--- src/rtl/sram_ctrl_pkg.sv ---
// sram_ctrl_pkg: shared widths, SRAM access-mode encodings and read latencies for the SRAM request controller.
// Helpers here are also used by the optional SRAM_CTRL_STATS_EN counters.
package sram_ctrl_pkg;

    localparam int DEF_ADDR_W = 15;
    localparam int DEF_DATA_W = 32;
    localparam int DEF_MODE_W = 3;

    localparam logic [2:0] MODE_WORD   = 3'b000;
    localparam logic [2:0] MODE_HALF   = 3'b001;
    localparam logic [2:0] MODE_BYTE   = 3'b010;
    localparam logic [2:0] MODE_NIBBLE = 3'b011;

    // Accept edge to capture edge, with and without the SRAM output register.
    localparam int RD_LAT_NOREG = 2;
    localparam int RD_LAT_REG   = 3;

    function automatic logic [15:0] sat_inc(input logic [15:0] v);
        return (&v) ? v : v + 16'd1;
    endfunction

endpackage

--- src/rtl/sram_rsp_fifo.sv ---
// sram_rsp_fifo: DEPTH x DATA_W response FIFO; a push on a full FIFO is taken only together with a pop.
// While empty, rdata holds the last word popped (0 after reset).
module sram_rsp_fifo #(
    parameter int DEPTH  = 4,
    parameter int DATA_W = 32,
    localparam int CNT_W = $clog2(DEPTH + 1),
    localparam int PTR_W = (DEPTH > 1) ? $clog2(DEPTH) : 1
) (
    input  logic              clk,
    input  logic              rst_n,
    input  logic              push,
    input  logic [DATA_W-1:0] wdata,
    input  logic              pop,
    output logic [DATA_W-1:0] rdata,
    output logic              full,
    output logic              empty,
    output logic [CNT_W-1:0]  count
);

    logic [DATA_W-1:0] mem [DEPTH];
    logic [DATA_W-1:0] last;
    logic [PTR_W-1:0]  wr_ptr, rd_ptr;
    logic              do_push, do_pop;

    assign empty   = count == '0;
    assign full    = count == CNT_W'(DEPTH);
    assign do_pop  = pop && !empty;
    assign do_push = push && (!full || do_pop);
    assign rdata   = empty ? last : mem[rd_ptr];

    function automatic logic [PTR_W-1:0] nxt(input logic [PTR_W-1:0] p);
        return (p == PTR_W'(DEPTH - 1)) ? '0 : p + PTR_W'(1);
    endfunction

    always_ff @(posedge clk) begin
        if (do_push)
            mem[wr_ptr] <= wdata;
    end

    always_ff @(posedge clk or negedge rst_n) begin
        if (!rst_n) begin
            wr_ptr <= '0;
            rd_ptr <= '0;
            count  <= '0;
            last   <= '0;
        end else begin
            if (do_push)
                wr_ptr <= nxt(wr_ptr);
            if (do_pop) begin
                rd_ptr <= nxt(rd_ptr);
                last   <= mem[rd_ptr];
            end
            count <= count + CNT_W'(do_push) - CNT_W'(do_pop);
        end
    end

endmodule

--- src/rtl/sram_req_ctrl.sv ---
// sram_req_ctrl: turns a valid/ready request stream into registered SRAM wen/ren commands and returns read data through a credit-protected FIFO.
// Define SRAM_CTRL_STATS_EN to add saturating rd_count/wr_count outputs.
module sram_req_ctrl
    import sram_ctrl_pkg::*;
#(
    parameter int ADDR_W    = DEF_ADDR_W,
    parameter int DATA_W    = DEF_DATA_W,
    parameter int MODE_W    = DEF_MODE_W,
    parameter int RSP_DEPTH = 4
) (
    input  logic              sram_clk,
    input  logic              sram_rst_n,
    input  logic              req_valid,
    output logic              req_ready,
    input  logic              req_we,
    input  logic [ADDR_W-1:0] req_addr,
    input  logic [DATA_W-1:0] req_wdata,
    input  logic [MODE_W-1:0] req_mode,
    output logic              rsp_valid,
    input  logic              rsp_ready,
    output logic [DATA_W-1:0] rsp_rdata,
    input  logic              reg_out_sel,
    output logic              busy,
    output logic [ADDR_W-1:0] sram_addr,
    output logic [DATA_W-1:0] sram_d_in,
    output logic [MODE_W-1:0] sram_c,
    output logic              sram_wen,
    output logic              sram_ren,
    output logic              sram_reg_out,
    input  logic [DATA_W-1:0] sram_d_out
`ifdef SRAM_CTRL_STATS_EN
    ,
    output logic [15:0]       rd_count,
    output logic [15:0]       wr_count
`endif
);

    localparam int CNT_W = $clog2(RSP_DEPTH + 1);

    logic             accept, rd_acc, pop, capture;
    logic [1:0]       rd_pipe;
    logic [CNT_W-1:0] used, fifo_count;
    logic             fifo_full, fifo_empty;

    // used = reads in flight + buffered responses; credits are RSP_DEPTH - used.
    assign req_ready    = used != CNT_W'(RSP_DEPTH);
    assign accept       = req_valid && req_ready;
    assign rd_acc       = accept && !req_we;
    assign pop          = rsp_valid && rsp_ready;
    assign rsp_valid    = !fifo_empty;
    assign busy         = used != '0;
    assign sram_reg_out = reg_out_sel;
    assign capture      = reg_out_sel ? rd_pipe[RD_LAT_REG - RD_LAT_NOREG] : rd_pipe[0];

    always_ff @(posedge sram_clk or negedge sram_rst_n) begin
        if (!sram_rst_n) begin
            sram_wen  <= 1'b0;
            sram_ren  <= 1'b0;
            sram_addr <= '0;
            sram_d_in <= '0;
            sram_c    <= '0;
            rd_pipe   <= '0;
            used      <= '0;
        end else begin
            sram_wen <= accept && req_we;
            sram_ren <= rd_acc;
            if (accept) begin
                sram_addr <= req_addr;
                sram_d_in <= req_wdata;
                sram_c    <= req_mode;
            end
            rd_pipe <= {rd_pipe[0], sram_ren};
            used    <= used + CNT_W'(rd_acc) - CNT_W'(pop);
        end
    end

    sram_rsp_fifo #(
        .DEPTH (RSP_DEPTH),
        .DATA_W(DATA_W)
    ) u_rsp_fifo (
        .clk  (sram_clk),
        .rst_n(sram_rst_n),
        .push (capture),
        .wdata(sram_d_out),
        .pop  (pop),
        .rdata(rsp_rdata),
        .full (fifo_full),
        .empty(fifo_empty),
        .count(fifo_count)
    );

`ifdef SRAM_CTRL_STATS_EN
    always_ff @(posedge sram_clk or negedge sram_rst_n) begin
        if (!sram_rst_n) begin
            rd_count <= '0;
            wr_count <= '0;
        end else begin
            rd_count <= rd_acc ? sat_inc(rd_count) : rd_count;
            wr_count <= (accept && req_we) ? sat_inc(wr_count) : wr_count;
        end
    end
`endif

    a_one_cmd: assert property (@(posedge sram_clk) disable iff (!sram_rst_n)
        !(sram_wen && sram_ren));
    a_reg_sel_static: assert property (@(posedge sram_clk) disable iff (!sram_rst_n)
        busy |-> $stable(reg_out_sel));
    a_credit_cover: assert property (@(posedge sram_clk) disable iff (!sram_rst_n)
        fifo_count <= used);
    a_no_drop: assert property (@(posedge sram_clk) disable iff (!sram_rst_n)
        !(capture && fifo_full && !pop));

endmodule

--- config.mk ---
export PLATFORM = sky130hd
export DESIGN_NAME = sram_req_ctrl
export DESIGN_NICKNAME = d
export VERILOG_FILES = /design/src/rtl/sram_ctrl_pkg.sv /design/src/rtl/sram_rsp_fifo.sv /design/src/rtl/sram_req_ctrl.sv
export SDC_FILE = /design/constraint.sdc
export NUM_CORES = 1
export LEC_CHECK = 0
export CORE_ASPECT_RATIO = 2
export CORE_MARGIN = 1
export CORE_UTILIZATION = 35
export DETAILED_ROUTE_END_ITERATION = 8
export DONT_BUFFER_PORTS = 1
export MAX_ROUTING_LAYER = met4
export PLACE_DENSITY = 0.47
export SLEW_MARGIN = 20
export SYNTH_ARGS = -nofsm -noshare
export SYNTH_HDL_FRONTEND = slang
export SYNTH_HIERARCHICAL = 1
export SYNTH_SLANG_ARGS = --single-unit
--- constraint.sdc ---
create_clock -name sram_clk -period 2.65 [get_ports sram_clk]
set_input_delay 0.6625 -clock sram_clk [delete_from_list [all_inputs] [get_ports sram_clk]]
set_output_delay 0.6625 -clock sram_clk [all_outputs]
set_load 0.005 [all_outputs]
Word-level counts from Yosys, hierarchy flattened
Memory sizes are Yosys's and may differ from the RTL's. Cells that the tools add are included.

$add $sub $neg: 6. Reductions and logical operators: 12. Multiplexer cells: 6. Equal/unequal tests: 4.

Operators by type and width (count): $mux W32 (1); $add A3 B1 Y3 (2); $logic_and A1 B1 Y1 (6); $sub A3 B1 Y3 (2); $add A2 B1 Y2 const B (2); $eq A2 B2 Y1 const B (2); $mux W2 (2); $eq A3 B3 Y1 const B (1); $logic_not A1 Y1 (3); $logic_not A3 Y1 (1); $mux W1 (3); $ne A3 B3 Y1 const B (1); $reduce_bool A3 Y1 (1); $logic_or A1 B1 Y1 (1).

Memories: 1. Memory bits (writable): 128. Output and inout bits: 88. Flip-flop bits (word level): 96. Bits of input ports: 88.

Memories: u_rsp_fifo.mem (words 4, width 32, rd ports 1, clocked after Yosys merged registers in 0, write ports 1, line sram_rsp_fifo.sv:20) `logic [DATA_W-1:0] mem [DEPTH];`.

Longest topological paths before layout
Gate-level depths: netlist of the first run.

Depth after elaboration: 8. Gate-level depth with buffers: 10. Depth with buffers taken out: 9.

Hierarchy
Netlist of the first run, hierarchy kept.

By module, submodules not included: sram_rsp_fifo (times used 1, cells each 306, sequential area each 4819.6 um^2, area each 6647.6 um^2); sram_req_ctrl (times used 1, cells each 308, sequential area each 1426.4 um^2, area each 3203.1 um^2).

Least setup slack after synthesis of the first run
Ideal clock, no wire load.

Kind: reg2reg. From: register u_rsp_fifo.count[1]. To: register u_rsp_fifo.count[2]. Data arrival time: 2484 ps. Required time: 2527 ps. Slack: 43 ps. Cell stages (with the launch flop): 11. Cells stage by stage: dfrtp_1 -> nor3_2 -> buf_2 -> nor2b_1 -> o31ai_4 -> or2_2 -> a21bo_2 -> ha_1 -> fa_1 -> xnor2_1 -> xnor2_1.

Cells in the longest elaborated chain, start to end: 8.

Ends and longest elaborated chain: start: declaration (line sram_rsp_fifo.sv:17) `output logic [CNT_W-1:0] count`; start signal: assignment (line sram_rsp_fifo.sv:53) `count <= count + CNT_W'(do_push) - CNT_W'(do_pop);`; $logic_not A3 Y1 * (line sram_rsp_fifo.sv:25) `assign empty = count == '0;`; via fifo_empty (line sram_req_ctrl.sv:43) `logic fifo_full, fifo_empty;`; $logic_not A1 Y1 * (line sram_req_ctrl.sv:50) `assign rsp_valid = !fifo_empty;`; $logic_and A1 B1 Y1 * (line sram_req_ctrl.sv:49) `assign pop = rsp_valid && rsp_ready;`; via pop (line sram_req_ctrl.sv:40) `logic accept, rd_acc, pop, capture;`; $logic_and A1 B1 Y1 * (line sram_rsp_fifo.sv:27) `assign do_pop = pop && !empty;`; $logic_or A1 B1 Y1 (line sram_rsp_fifo.sv:28) `assign do_push = push && (!full || do_pop);`; $logic_and A1 B1 Y1 (line sram_rsp_fifo.sv:28); $add A3 B1 Y3 (line sram_rsp_fifo.sv:53); $sub A3 B1 Y3 * (line sram_rsp_fifo.sv:53).

Mark *: on every way through the listed nets, which the timed path passes. The rest lies on a longest branch. A chain may end at the register's enable or synchronous reset.

Worst setup path after layout of the first run
From: register u_rsp_fifo.rd_ptr[0]. To: output port rsp_rdata[2].

Cells in the longest elaborated chain, start to end: 2.

Ends and longest elaborated chain: start: declaration (line sram_rsp_fifo.sv:22) `logic [PTR_W-1:0] wr_ptr, rd_ptr;`; start signal: assignment (line sram_rsp_fifo.sv:50) `rd_ptr <= nxt(rd_ptr);`; $mem_v2 Z4 W32; $mux W32 (line sram_rsp_fifo.sv:29) `assign rdata = empty ? last : mem[rd_ptr];`; end: declaration (line sram_req_ctrl.sv:21) `output logic [DATA_W-1:0] rsp_rdata,`.

No other way between the ends.

==> flow_summary_export.csv, run 1 <==
group,metric,value,unit
route,first_pass_iters,4,
floorplanning,start_util,35.62,%
timing,rsz0062_at_grt,"yes",
placement,place_area,10220,µm²
synth,synth.cell_area,9851,µm²
synth,ys_warn_count,6,
worst_setup_path,cp_top_family,"multiplexers",
timing,fin_ws,-0.03303,ns
flow_run,timing.max_cap.violations,0,
synth,yosysTopAreaCell,"edfxtp_1",
worst_setup_path,arrival,2.02,ns
cts,path_clk_slew,0.06,ns
layout,multi_input_area,3307,µm²
global_route,track_usage,15.99,%
timing,max_freq,372.7,MHz
worst_setup_path,slowest_stage,"mux4_2",
worst_setup_path,critPathLaunchType,"flip-flop",
global_route,grt_max_degree,103,
floorplanning,fp.dieW,120.6,µm
placement,gp_congestion,0.6854,
worst_setup_path,crit_type,"flip-flop to output port",
cts,clk-insertion-delay-late,0.51,ns
synth,seq_area_frac_synth,63.41,%
timing,finClkSkew,0.007988,ns
synth,ys_ff_latch,224,
placement,io_buffers,0,
route,route.detailed.drc,0,
route,drt_iter0_drc,268,
synth,yosysUniqueCellTypes,34,
worst_setup_path,cp_cell_sequence,"buf_12 > clkbuf_16 > mux4_2 > mux2_2",
cts,root_buffer,"clkbuf_16",
worst_setup_path,rr_endpoint,"u_rsp_fifo/count[2]",
synth,synth-edff-count,128,
route,via_per_inst,5.313,
floorplanning,core-area,27650,µm²
floorplanning,ios,176,
min_path,hold_path_class,"input pin to asynchronous set/reset pin",
floorplanning,dieArea,28860,µm²
route,wl_per_cell,22.79,µm
route,vias,5207,
cts,numCtsBuffers,22,
pwr,p_total,12.33,mW
worst_setup_path,cp_max_fo,6,
route,ant_nets,0,
synth,yosys-top-cells-area,"edfxtp_1 (39%), dfrtp_1 (24%), mux2_2 (7.7%)",
cts,cts_buffer_depth,3,
synth,ys.flop_type,"edfxtp_1",
global_route,grt_pass1_wl,33730,µm
timing,slew_violations,0,
synth,ys_async_sr_fraction,42.86,%
worst_setup_path,end_kind,"output port",
pwr,power.density,1117,nW/µm²
worst_setup_path,slowest_delay,0.54,ns
timing,setup_viol,23,
global_route,overflow,0,
layout,stdcell_area,11030,µm²
layout,antenna_cells,0,
layout,regArea,6250,µm²
floorplanning,placementRows,86,
global_route,grt_pass1_vias,5804,
layout,layout_common_cells,"edfxtp_1 (128), dfrtp_1 (93), mux2_2 (61)",
worst_setup_path,rr_worst_depth,9,
timing,worst_pin_slew,0.5989,ns
layout,fill_cells,2534,
pwr,vdd_drop_max,0.6168,mV
pwr,p_leak,3.877,nW
cts,h-tree-depth,1,
route,drt_wl_total,22330,µm
timing,finalHoldWorstSlack,-0.1561,ns
timing,min_period_over_period,101.2,%
synth,yosys.area.top_type_share,39.02,%
timing,min_period,2.683,ns
layout,post-route-util,39.90,%
global_route,antenna_found_initial,0,
worst_setup_path,r2r_slack,0.30,ns
layout,drive_gt1_share,26.91,%
placement,hpwl,13980,µm
timing,slew_headroom,60.07,%
worst_setup_path,crit_buf_inv,2,
run_status,violations,"negative hold slack, negative setup slack",
synth,avgSynthCellArea,16.04,µm²
run_status,status,"finished, violations left",
synth,synthCells,614,
timing,hold_violations,96,
worst_setup_path,rr_startpoint,"u_rsp_fifo/count[1]",
layout,final_common_cell,"edfxtp_1",
cts,cts_tree,"yes",
layout,nNetsFinal,711,
layout,syn_to_final_growth,12.00,%
cts,cts_sinks,224,
worst_setup_path,crit_required,1.99,ns
floorplanning,die_h,239.3,µm
synth,synth_fp_nets,712,
## cells in the mapped netlist, drive strengths merged (4+ instances only)
| cell type | count |
|---|---|
| and2 | 4 |
| buf | 19 |
| clkbuf | 29 |
| dfrtp | 96 |
| edfxtp | 128 |
| ha | 8 |
| inv | 10 |
| mux2 | 68 |
| mux4 | 32 |
| nand2 | 50 |
| nand2b | 50 |
| nand4bb | 50 |
| o211ai | 50 |
| xnor2 | 4 |
## worst max-delay path by stage
stage	startpoint	endpoint	slack, ns	depth (start not counted)
global placement	rsp_ready	u_rsp_fifo/count[1]	0.36	6
global route	u_rsp_fifo/rd_ptr[0]	rsp_rdata[16]	-0.11	4
detailed placement	reg_out_sel	u_rsp_fifo/count[2]	0.28	7
finish	u_rsp_fifo/rd_ptr[0]	rsp_rdata[2]	-0.03	4
floorplan	u_rsp_fifo/count[1]	u_rsp_fifo/count[2]	0.04	10
CTS	u_rsp_fifo/rd_ptr[0]	rsp_rdata[12]	-0.11	4
## logic make-up after synthesis
logic type                 Yosys count  synth area share [%]
buffers and inverters               58                 3.213
muxes                              100                 15.24
AOI/OAI and AO/OA                   54                 4.484
adders and majority gates           10                 1.423
DFF                                224                 63.41
and+or+nand+nor                    164                 11.88
xor gates and xnor gates             4                0.3556
## cell type report
class                   instances  area share (%)
repair buffers                 23           2.903
clock inverters                 9          0.6010
well taps                     352           3.992
flip-flops and latches        224           56.65
clock buffers                  30           5.545
inverters                      10          0.3402
multi-input cells             332           29.97
## timing repair
action / in CTS / in global routing
pin swaps: 0 / 0
buffers inserted: 2 / 1
setup endpoints to repair: 32 / 32
gates resized for setup: 10 / 7
endpoints found under the hold margin: 96 / 96
cloned: 1 / 2
## power by group
group          switching (mW)  internal (mW)
Sequential              0.635           4.60
Combinational            1.96           2.15
Clock                    1.28           1.71
## stage by stage
step | hold WS [ns] | worst slack, ns | setup TNS, ns | cells
final | -0.1561 | -0.03303 | -0.3970 | 980
after detailed placement | 0.3698 | 0.2833 | 0 | 936
after global placement | 0.3629 | 0.3578 | 0 | 936
after CTS | -0.1856 | -0.1074 | -1.802 | 978
after floorplan | 0.3501 | 0.04339 | 0 | 614
after global routing | -0.1800 | -0.1138 | -2.569 | 980
## per-layer routing
| metal | track usage, % | share of wire [%] | vias to the layer above |
|---|---|---|---|
| li1 | - | - | 2327 |
| met2 | 30.67 | 56 | 160 |
| met1 | 16.00 | 36 | 2690 |
| met5 | - | 0 | - |
| met4 | 4.938 | 2.1 | 0 |
| met3 | 2.929 | 5.8 | 30 |
## state kept, by name, summed over array words and instances, names as in the netlist
signal,flops
u_rsp_fifo/mem,128
sram_d_in,32
u_rsp_fifo/rd_ptr,2
u_rsp_fifo/count,3
used,3
u_rsp_fifo/wr_ptr,2
sram_ren,1
u_rsp_fifo/last,32
rd_pipe,2
sram_c,3
sram_wen,1
sram_addr,15
(Power assumes the default switching activity.)
==> run 2: changes to the inputs <==
- CORE_UTILIZATION: 35 -> 57
- PLACE_DENSITY: 0.47 -> 0.71
==> run 2 against run 1 <==
The run still ends with negative hold slack, negative setup slack left. Power down 2.7%. Fmax up 0.12%. Non-clock buffer count up 1. Worst hold slack better by 0.018 ns. Die area down 38%. Sequential cell count unchanged. Critical path type unchanged. Critical path depth down 1. Global-route usage up 5.9 points. Highest routed layer unchanged. First-iteration DRC count down 22%.
==> flow_summary_export.csv, run 2 (synthesis gave the netlist of run 1 again) <==
group,metric,value,unit
run_status,status,"finished, violations left",
run_status,violations,"negative hold slack, negative setup slack",
layout,layout_common_cells,"edfxtp_1 (128), dfrtp_1 (95), mux2_2 (57)",
timing,worst_pin_slew,0.5607,ns
floorplanning,die_h,187.9,µm
pwr,p_total,12.00,mW
placement,place_area,10060,µm²
timing,finalHoldWorstSlack,-0.1377,ns
layout,antenna_cells,0,
cts,clk-insertion-delay-late,0.49,ns
pwr,power.density,1113,nW/µm²
min_path,hold_path_class,"input pin to asynchronous set/reset pin",
route,drt_wl_total,18890,µm
layout,nNetsFinal,710,
route,vias,5231,
timing,slew_violations,0,
floorplanning,ios,176,
global_route,grt_max_degree,103,
pwr,combPwrFrac,33.1,%
layout,fin_cells,833,
layout,drive_gt1_share,26.52,%
timing,fin_tns_setup,-0.1422,ns
placement,io_buffers,0,
timing,setup_viol,14,
worst_setup_path,crit_type,"flip-flop to output port",
flow_run,timing.max_cap.violations,0,
route,wl_per_cell,22.68,µm
worst_setup_path,r2r_slack,0.22,ns
worst_setup_path,rr_worst_depth,9,
layout,regMostFlops,"u_rsp_fifo/mem",
worst_setup_path,crit_required,1.99,ns
layout,syn_to_final_growth,9.425,%
worst_setup_path,rr_endpoint,"u_rsp_fifo/count[2]",
pwr,vdd_drop_max,0.9516,mV
global_route,grt_pass1_wl,28970,µm
route,route.detailed.drc,0,
worst_setup_path,rr_startpoint,"u_rsp_fifo/count[1]",
floorplanning,start_util,58.46,%
global_route,antenna_found_initial,0,
layout,stdcell_area,10780,µm²
cts,cts_sinks,224,
pwr,p_switching,3.723,mW
route,ant_nets,0,
worst_setup_path,cp_max_fo,10,
pwr,power.internal,8.274,mW
placement,pre_cts_ws,0.1804,ns
pwr,pwr-share-seq,43.7,%
cts,root_buffer,"clkbuf_16",
layout,final_common_cell,"edfxtp_1",
worst_setup_path,arrival,2.02,ns
cts,numCtsBuffers,20,
timing,rsz0062_at_grt,"yes",
timing,slew_headroom,62.62,%
layout,fill_cells,1209,
floorplanning,core-area,16850,µm²
worst_setup_path,critPathLaunchType,"flip-flop",
timing,hold_violations,96,
global_route,overflow,0,
pwr,p_leak,3.848,nW
floorplanning,placementRows,67,
placement,hpwl,11850,µm
placement,dp_cells,793,
timing,min_period,2.680,ns
floorplanning,dieArea,17840,µm²
cts,cts_buffer_depth,3,
cts,cts_tree,"yes",
timing,min_period_over_period,101.1,%
cts,h-tree-depth,1,
route,drt_iter0_drc,209,
pwr,power_frac_clock,23.3,%
floorplanning,fp.dieW,94.96,µm
route,via_per_inst,6.280,
timing,finClkSkew,0.01516,ns
global_route,grt_pass1_vias,5515,
route,first_pass_iters,4,
worst_setup_path,end_kind,"output port",
pwr,switching_share,31.03,%
global_route,track_usage,21.87,%
layout,largest_register_ffs,128,
cts,path_clk_slew,0.07,ns
timing,fin_ws,-0.02969,ns
timing,max_freq,373.2,MHz
layout,post-route-util,63.97,%
layout,largestRegisters,"u_rsp_fifo/mem: 128 flops, sram_d_in: 32 flops, u_rsp_fifo/last: 32 flops",
placement,gp_congestion,0.7268,
## run 2: power groups by stage
stage	Sequential [mW]	Combinational, mW	Clock, mW
3_5_place_dp	5.30	3.80	0
6_report	5.24	3.97	2.79
2_1_floorplan	5.08	3.16	0
4_1_cts	5.24	3.98	2.87
3_3_place_gp	5.23	3.67	0
5_1_grt	5.35	4.28	2.99
## run 2: worst max path at each step
stage / startpoint / to
global placement: rsp_ready / u_rsp_fifo/count[1]
floorplan: u_rsp_fifo/count[1] / u_rsp_fifo/count[2]
global route: u_rsp_fifo/rd_ptr[0] / rsp_rdata[20]
detailed placement: rsp_ready / u_rsp_fifo/count[1]
CTS: u_rsp_fifo/rd_ptr[0] / rsp_rdata[31]
finish: u_rsp_fifo/rd_ptr[0] / rsp_rdata[18]
## run 2: worst max-delay path: stages (launching register included)
cell and delay (ns):
dfrtp_2 0.48, buf_12 0.19, mux4_2 0.55, mux2_2 0.30
## run 2: per-layer routing
| metal | wire [µm] | share of wire, % | track usage [%] | vias up |
|---|---|---|---|---|
| met4 | 504 | 2.7 | 7.051 | 0 |
| li1 | - | - | - | 2326 |
| met5 | 0 | 0 | - | - |
| met1 | 6841 | 36 | 23.80 | 2682 |
| met2 | 10310 | 55 | 39.21 | 188 |
| met3 | 1241 | 6.6 | 4.015 | 35 |
## run 2: cell type report
| class | count | area, µm² | share of cell area (%) |
|---|---|---|---|
| flip-flops and latches | 224 | 6247 | 57.96 |
| multi-input cells | 332 | 3322 | 30.82 |
| clock buffers | 27 | 548.0 | 5.084 |
| repair buffers | 24 | 286.5 | 2.658 |
| well taps | 207 | 259.0 | 2.403 |
| clock inverters | 9 | 78.83 | 0.7313 |
| inverters | 10 | 37.54 | 0.3482 |
## run 2: what timing repair did
item	in CTS	in global routing
resized for setup	11	12
endpoints found under the setup margin	32	33
setup buffers	3	1
endpoints found under the hold margin	96	96
cloned	1	0
==> edit (config.mk and constraints of run 1) <==
`RSP_DEPTH`: 4 -> 2.
--- a/src/rtl/sram_req_ctrl.sv
+++ b/src/rtl/sram_req_ctrl.sv
@@ -8,3 +8,3 @@
     parameter int MODE_W    = DEF_MODE_W,
-    parameter int RSP_DEPTH = 4
+    parameter int RSP_DEPTH = 2
 ) (
Function: changed (a bounded check fails within 4 cycles, from zero or initial values and one cycle with sram_rst_n low).
==> edit against run 1 <==
The run ends with DRC, hold timing left; die area shrank 34%; clock skew about the same; hold slack better by 99 ps; critical path depth is the same; fmax grew 12%; power is 28% lower; sequential cell count decreased by 68; routed wire length down 46%; final cell count shrank 33%; utilization fell by 0.25 points; critical path type unchanged; final area is 35% lower; setup slack better by 290 ps; combinational power fell by 35%; critical endpoint is now rsp_rdata[5]; area after synthesis fell by 34%.
==> edit: results <==
group,metric,value,unit
power_and_ir_drop,leakagePower,3.01,nW
timing,worst_slew_pin_slew,1070,ps
cts,cts_resized,0,
cts,cts_setup_buffers,0,
detailed_routing,drt_iter0_drc,76,
detailed_routing,first_pass_iters,9,
cts,cts-buffers-inserted,17,
power_and_ir_drop,irDropWorstVdd,436,uV
placement,place.gp.congestion,0.684,
status,status,"complete, but fails checks",
global_routing,grt_pass1_vias,3238,
cells_and_area,nets,515,
status,violations,"DRC, hold timing",
global_routing,grt_usage,0.135,
timing,fin_hold_ws,-57.1,ps
timing,skew,7.58,ps
global_routing,grt_max_degree,93,
cells_and_area,fin_util,0.396,
detailed_routing,drc_errors,3,
detailed_routing,wire_per_inst,18.3,um
cts,worstSkewPairLatency,410,ps
yosys,syn-num-nets,513,
placement,postPlaceCellArea,6620,um^2
cts,clkTransAtPathRegs,60,ps
detailed_routing,met1Wirelength,3980,um
cts,cts_max_level,4,
detailed_routing,via_per_inst,4.83,
worst_setup_path,cp.arrival,1730,ps
placement,dp_hpwl,8190,um
global_routing,grt_pass1_wl,18300,um
cells_and_area,drive_above_1_share,0.325,
cts,ctsLongestPathBuffers,2,
cells_and_area,largest_registers,"u_rsp_fifo/mem: 64 flops, sram_d_in: 32 flops, u_rsp_fifo/last: 32 flops",
detailed_routing,wl_met3,1020,um
worst_setup_path,crit_fanout,64,
timing,hold_viol,92,
==> edit: changes by cell type in the layout (fill, tap and decap cells not counted), moves of 43 or more <==
| cell | change |
|---|---|
| nand2b_1 | -50 |
| mux2_2 | -59 |
| nand4bb_1 | -50 |
| o211ai_1 | -46 |
| edfxtp_1 | -64 |
| mux2_4 | +43 |
==> edit: path summary, 6_finish.rpt <==
check / start / endpoint / slack (ps) / cells past startpoint
worst max register to register: u_rsp_fifo/count[1] / u_rsp_fifo/mem[1][2] / 450 / 5
worst min register to register: rd_pipe[0] / rd_pipe[1] / 380 / 0
worst max-delay path: u_rsp_fifo/count[1] / rsp_rdata[5] / 260 / 4
min in group sram_clk: req_we / sram_ren / 330 / 1
max in group asynchronous: sram_rst_n / u_rsp_fifo/last[27] / 2590 / 0
worst min-delay path: sram_rst_n / sram_d_in[25] / -60 / 0
==> edit: worst max-delay path, cell delays in order (launching register included) <==
cell,delay [ps]
dfrtp_1,480
or2_4,190
buf_12,320
nor2_1,100
a21oi_2,170
==> edit: per-layer routing <==
layer	up-vias	GRT usage
met5	-	-
met4	0	0.0600
met3	11	0.0541
met2	116	0.240
met1	1543	0.123
li1	1482	-
==> edit: cell type report <==
cell class	instances	area [um^2]
clock buffers	29	564
multi-input cells	238	2030
repair buffers	7	103
fillers	1665	11000
clock inverters	3	17.5
well taps	216	270
flip-flops and latches	156	4230
inverters	4	15.0
==> edit: report_power, final <==
| part | switching [W] | internal, W |
|---|---|---|
| Sequential | 0.000532 | 0.00331 |
| Combinational | 0.00142 | 0.00125 |
| Clock | 0.000884 | 0.00144 |
| Total | 0.00284 | 0.00600 |
==> edit: per-stage QoR <==
| stage | cells | power [W] |
|---|---|---|
| floorplan | 422 | 0.00611 |
| detailed placement | 620 | 0.00662 |
| global placement | 620 | 0.00655 |
| finish | 653 | 0.00884 |
| global route | 653 | 0.00937 |
| CTS | 652 | 0.00900 |
